$ cat config.mk
export PLATFORM = sky130hd
export DESIGN_NAME = alu_hazard_scheduler
export DESIGN_NICKNAME = d
export VERILOG_FILES = /design/src/rtl/alu_hazard_scheduler.sv
export SDC_FILE = /design/constraint.sdc
export NUM_CORES = 1
export LEC_CHECK = 0
export CAP_MARGIN = 20
export CORE_ASPECT_RATIO = 1.1
export CORE_MARGIN = 2
export CORE_UTILIZATION = 42
export DETAILED_ROUTE_END_ITERATION = 10
export PLACE_DENSITY_LB_ADDON = 0.25
export SKIP_LAST_GASP = 1
export SYNTH_ARGS = -nofsm -noshare
export SYNTH_HDL_FRONTEND = slang
export SYNTH_SLANG_ARGS = --single-unit
$ cat constraint.sdc
create_clock -name clk -period 1.9 [get_ports clk]
set_clock_uncertainty 0.2 [all_clocks]
set_input_delay 0.19 -clock clk [delete_from_list [all_inputs] [get_ports clk]]
set_output_delay 0.19 -clock clk [all_outputs]
set_load 0.1 [all_outputs]
$ cat src/rtl/alu_hazard_scheduler.sv
// alu_hazard_scheduler
// Issue controller sitting in front of the ALU stage. It remembers the destination
// registers of the instructions in the EX and MEM slots, decides each cycle whether
// decode may issue, selects operand forwarding sources, inserts a single bubble on a
// load-use dependency and counts those stall cycles (saturating) for performance debug.
module alu_hazard_scheduler #(
  parameter int ADDR_W = 3,
  parameter int CNT_W  = 16
) (
  input  logic                   clk,
  input  logic                   rst_n,
  input  logic                   issue_valid,
  input  logic [ADDR_W-1:0]      src1_addr,
  input  logic                   src1_used,
  input  logic [ADDR_W-1:0]      src2_addr,
  input  logic                   src2_used,
  input  logic [ADDR_W-1:0]      dst_addr,
  input  logic                   write_back,
  input  logic                   mem_read,
  input  logic                   hold,
  input  logic                   flush,
  output logic                   issue_fire,
  output logic                   stall,
  output logic [1:0]             fwd_sel1,
  output logic [1:0]             fwd_sel2,
  output logic [(1<<ADDR_W)-1:0] busy_mask,
  output logic [CNT_W-1:0]       stall_count
);

  localparam int NREG = 1 << ADDR_W;

  localparam logic [1:0] SEL_RF  = 2'b00;
  localparam logic [1:0] SEL_EX  = 2'b01;
  localparam logic [1:0] SEL_MEM = 2'b10;

  // EX slot: the instruction issued last cycle
  logic              ex_v;
  logic [ADDR_W-1:0] ex_dst;
  logic              ex_wb;
  logic              ex_ld;

  // MEM slot: the instruction issued two cycles ago
  logic              mem_v;
  logic [ADDR_W-1:0] mem_dst;
  logic              mem_wb;

  logic ex_hit1;
  logic ex_hit2;
  logic mem_hit1;
  logic mem_hit2;

  // Dependency detection: a slot hits an operand when it holds a live writer of that register
  always_comb begin
    ex_hit1  = ex_v  && ex_wb  && (ex_dst  == src1_addr) && src1_used;
    ex_hit2  = ex_v  && ex_wb  && (ex_dst  == src2_addr) && src2_used;
    mem_hit1 = mem_v && mem_wb && (mem_dst == src1_addr) && src1_used;
    mem_hit2 = mem_v && mem_wb && (mem_dst == src2_addr) && src2_used;
  end

  // Load-use stall and issue acceptance; both forced low while reset is asserted
  always_comb begin
    stall      = rst_n && ex_ld && (ex_hit1 || ex_hit2);
    issue_fire = rst_n && issue_valid && !stall && !hold && !flush;
  end

  // Forwarding selects: the younger EX result wins over MEM; a load in EX cannot forward
  always_comb begin
    fwd_sel1 = SEL_RF;
    fwd_sel2 = SEL_RF;
    if (ex_hit1 && !ex_ld) begin
      fwd_sel1 = SEL_EX;
    end else if (mem_hit1) begin
      fwd_sel1 = SEL_MEM;
    end
    if (ex_hit2 && !ex_ld) begin
      fwd_sel2 = SEL_EX;
    end else if (mem_hit2) begin
      fwd_sel2 = SEL_MEM;
    end
  end

  // Busy mask decoded purely from the registered slots
  always_comb begin
    busy_mask = '0;
    for (int r = 0; r < NREG; r++) begin
      busy_mask[r] = (ex_v  && ex_wb  && (ex_dst  == ADDR_W'(r))) ||
                     (mem_v && mem_wb && (mem_dst == ADDR_W'(r)));
    end
  end

  // Slot pipeline: advance EX into MEM and refill EX, or freeze on hold
  always_ff @(posedge clk) begin
    if (!rst_n) begin
      ex_v    <= 1'b0;
      ex_dst  <= '0;
      ex_wb   <= 1'b0;
      ex_ld   <= 1'b0;
      mem_v   <= 1'b0;
      mem_dst <= '0;
      mem_wb  <= 1'b0;
    end else if (hold) begin
      if (flush) begin
        ex_v <= 1'b0;
      end
    end else begin
      mem_v   <= ex_v && !flush;
      mem_dst <= ex_dst;
      mem_wb  <= ex_wb;
      ex_v    <= issue_fire;
      ex_dst  <= dst_addr;
      ex_wb   <= write_back;
      ex_ld   <= mem_read && write_back;
    end
  end

  // Saturating count of load-use stall cycles that actually cost a slot
  always_ff @(posedge clk) begin
    if (!rst_n) begin
      stall_count <= '0;
    end else if (stall && !hold && (stall_count != {CNT_W{1'b1}})) begin
      stall_count <= stall_count + CNT_W'(1);
    end
  end

endmodule

==> results_dict.tcl <==
set metrics [dict create \
    status "complete, but fails checks" \
    failed_checks "negative setup slack" \
    start_util 0.434 \
    synth_cell_type_count 40 \
    layout_min_cycle_time_ns 2.17 \
    post-route-util 0.788 \
    tritoncts "built" \
    setup_ws_ns -0.267 \
    drc_errors 0 \
    grt.overflow.total 0 \
    dp_hpwl_um 3480 \
    synth_area_mm2 0.00158 \
    criticalPathCategory "flip-flop to primary output" \
    grt-busiest-layer "met2" \
    min_path_type "flip-flop to flip-flop" \
    grt_max_degree 30 \
    met1_usage 0.283 \
    ys_top_cells_by_area "dfxtp_1 (34%), mux2i_1 (6.4%), xor2_1 (5.6%)" \
    port_buffers 47 \
    r2r_start "ex_dst[2]$_SDFFE_PN0N_" \
    finalMaxSlewViolations 0 \
    worst_pin_slew_ns 0.334 \
    path_cells "xor2_1 > nor4_2 > buf_4 > nor2b_4 > nor4_4 > buf_12" \
    yosysWarnings 0 \
    crit_path_start_kind "flip-flop" \
    yosysTopAreaCellShare 0.343 \
    die_w_um 62.4 \
    whs_path_depth 2 \
    r2r-end "stall_count[6]$_SDFFE_PN0P_" \
    r2r_setup_slack_ns -0.24 \
    final_area_mm2 0.00286 \
    peakVddDrop_v 0.000292 \
    gp_congestion 0.808 \
    avgRoutedWirePerCell_um 16.8 \
    setup_tns_ns -4.15 \
    htree_levels 1 \
    yosysTopAreaCell "dfxtp_1" \
    layout.nets 274 \
    p_total_mw 1.08 \
    areaGrowthSynthToFinish_pct 81.4 \
    crit_fanout 3 \
    slew_headroom 0.775 \
    detail-route-antenna-nets 0 \
    use_met2 0.454 \
    synth_ff_type "dfxtp_1" \
    rsz0062_at_grt "true" \
    cp.buffers_inverters 2 \
    p_per_area_mw_per_mm2 377 \
    fmax_mhz 462 \
    endpoint_kind "primary output" \
    cts_buffers 3 \
    cp.required_ns 1.51 \
    dieArea_mm2 0.00426 \
    syn-num-nets 208 \
    grt_use_total 0.239 \
    grt_pass1_wl_um 8050 \
    pre_cts_ws_ns -0.531 \
    seq_area_frac_synth 0.343 \
    instances_no_fill 304 \
    synthArstFlopShare 0 \
    core-area_mm2 0.00363 \
    first_pass_iters 4 \
    maxCapViolations 0 \
    grt_antenna_before_repair 0 \
    ys_seq_elements 27 \
    met3_usage 0.0313 \
    critPathSlowestCell "dfxtp_2" \
    clockRootBuffer "clkbuf_8" \
    drt_iter0_markers 71 \
    clock_latency_ns 0.28 \
    postSynthCellCount 189 \
    path_delay_family "simple AND/OR/NAND/NOR gates" \
    arrival_ns 1.78 \
    vias 1754 \
    place_inst 296 \
    min_to "stall_count[15]$_SDFFE_PN0P_" \
    ff2ff_path_depth 7 \
    drive_above_1_share 0.441 \
    clockBufferDepth 2 \
    first_global_vias 1706 \
    hold_ws_ns 0.281 \
    clock_sinks 27 \
    antenna_cells 0 \
    finalSetupViolCount 26 \
    ios 48 \
    final_hold_viol_count 0 \
    hold_start "stall_count[15]$_SDFFE_PN0P_" \
    via_per_inst 5.77 \
    synth_edf_count 0 \
    syn_avg_cell_area_um2 8.33 \
    clkTransAtPathRegs_ns 0.10 \
    max_stage_delay_ns 0.36 \
    place_area_mm2 0.00270 \
    period_share 1.14 \
    wl_um 5090 \
    num_rows 23 \
    die_h_um 68.2 \
    p_leak_nw 1.02 \
]
[worst min-delay path, delay by kind of cell (launching register included)]
family,cells,cell delay [ns]
multiplexers,1,0.05
AND/OR/NAND/NOR,1,0.05
flip-flops,1,0.34
[logic make-up after synthesis]
group | synth area share
DFF | 0.343
xor gates and xnor gates | 0.0667
buffers and inverters | 0.0508
and+or+nand+nor | 0.302
AOI/OAI and AO/OA | 0.166
adders and majority gates | 0.00794
muxes | 0.0635
[final cells by class]
class                      count  area (um2)
multi-input combinational    144        1160
timing repair buffer          76         977
fill                         256         768
sequential                    27         597
tap                           50        62.6
clock buffer                   4        45.0
inverter                       3        11.3
[how the worst max path moves through the flow]
stage / endpoint / startpoint / cells after the start
finish: fwd_sel2[1] / ex_dst[2]$_SDFFE_PN0N_ / 6
floorplan: busy_mask[6] / mem_dst[1]$_SDFFE_PN0N_ / 3
global route: stall_count[12]$_SDFFE_PN0P_ / ex_dst[2]$_SDFFE_PN0N_ / 7
CTS: fwd_sel2[1] / ex_dst[2]$_SDFFE_PN0N_ / 6
global placement: stall_count[14]$_SDFFE_PN0P_ / src1_addr[1] / 7
detailed placement: stall_count[2]$_SDFFE_PN0P_ / src2_addr[0] / 7
[state kept, by name, summed over array words and instances, names as in the netlist]
| signal | count |
|---|---|
| ex_wb | 1 |
| ex_v | 1 |
| ex_dst | 3 |
| ex_ld | 1 |
| stall_count | 16 |
| mem_v | 1 |
| mem_wb | 1 |
| mem_dst | 3 |
[cells in the final DEF, fill, tap and decap left out, types with 3 or more instances in the layout]
| master | n |
|---|---|
| a21oi_1 | 13 |
| and4_1 | 3 |
| buf_12 | 29 |
| buf_4 | 29 |
| clkbuf_8 | 3 |
| clkdlybuf4s50_1 | 12 |
| dfxtp_1 | 6 |
| dfxtp_2 | 9 |
| dfxtp_4 | 12 |
| dlygate4sd2_1 | 4 |
| inv_1 | 3 |
| mux2i_1 | 10 |
| nand2_1 | 12 |
| nand2b_1 | 7 |
| nand3_1 | 6 |
| nand4_1 | 6 |
| nor2_1 | 11 |
| nor3_2 | 3 |
| nor4_2 | 3 |
| o22ai_2 | 3 |
| o22ai_4 | 3 |
| o31ai_1 | 9 |
| or4_1 | 9 |
| xor2_1 | 10 |
[per-layer routing]
| layer | part of all wire | vias to the layer above |
|---|---|---|
| met5 | 0 | - |
| met3 | 0.035 | 8 |
| met1 | 0.41 | 864 |
| li1 | - | 841 |
| met4 | 0.016 | 0 |
| met2 | 0.54 | 41 |
[synth_stat cells (all sizes together), types with 7 or more instances]
master,number
a21oi,13
buf,7
clkbuf,8
dfxtp,27
mux2i,10
nand2,12
nand2b,8
nand3,8
nor2,12
o31ai,9
or4,9
xor2,10
[where the power goes]
part / internal, mW / total, mW / switching, mW
registers: 0.560 / 0.575 / 0.0154
logic: 0.0800 / 0.164 / 0.0840
clock network: 0.151 / 0.340 / 0.189
[what timing repair did]
item | 4_1_cts | 5_1_grt
pin swaps | 12 | 4
hold buffers | 0 | 0
resized for setup | 18 | 6
endpoints found under the setup margin | 31 | 30
setup buffers | 2 | 2
Note: power is estimated with default switching activity, not from simulation.
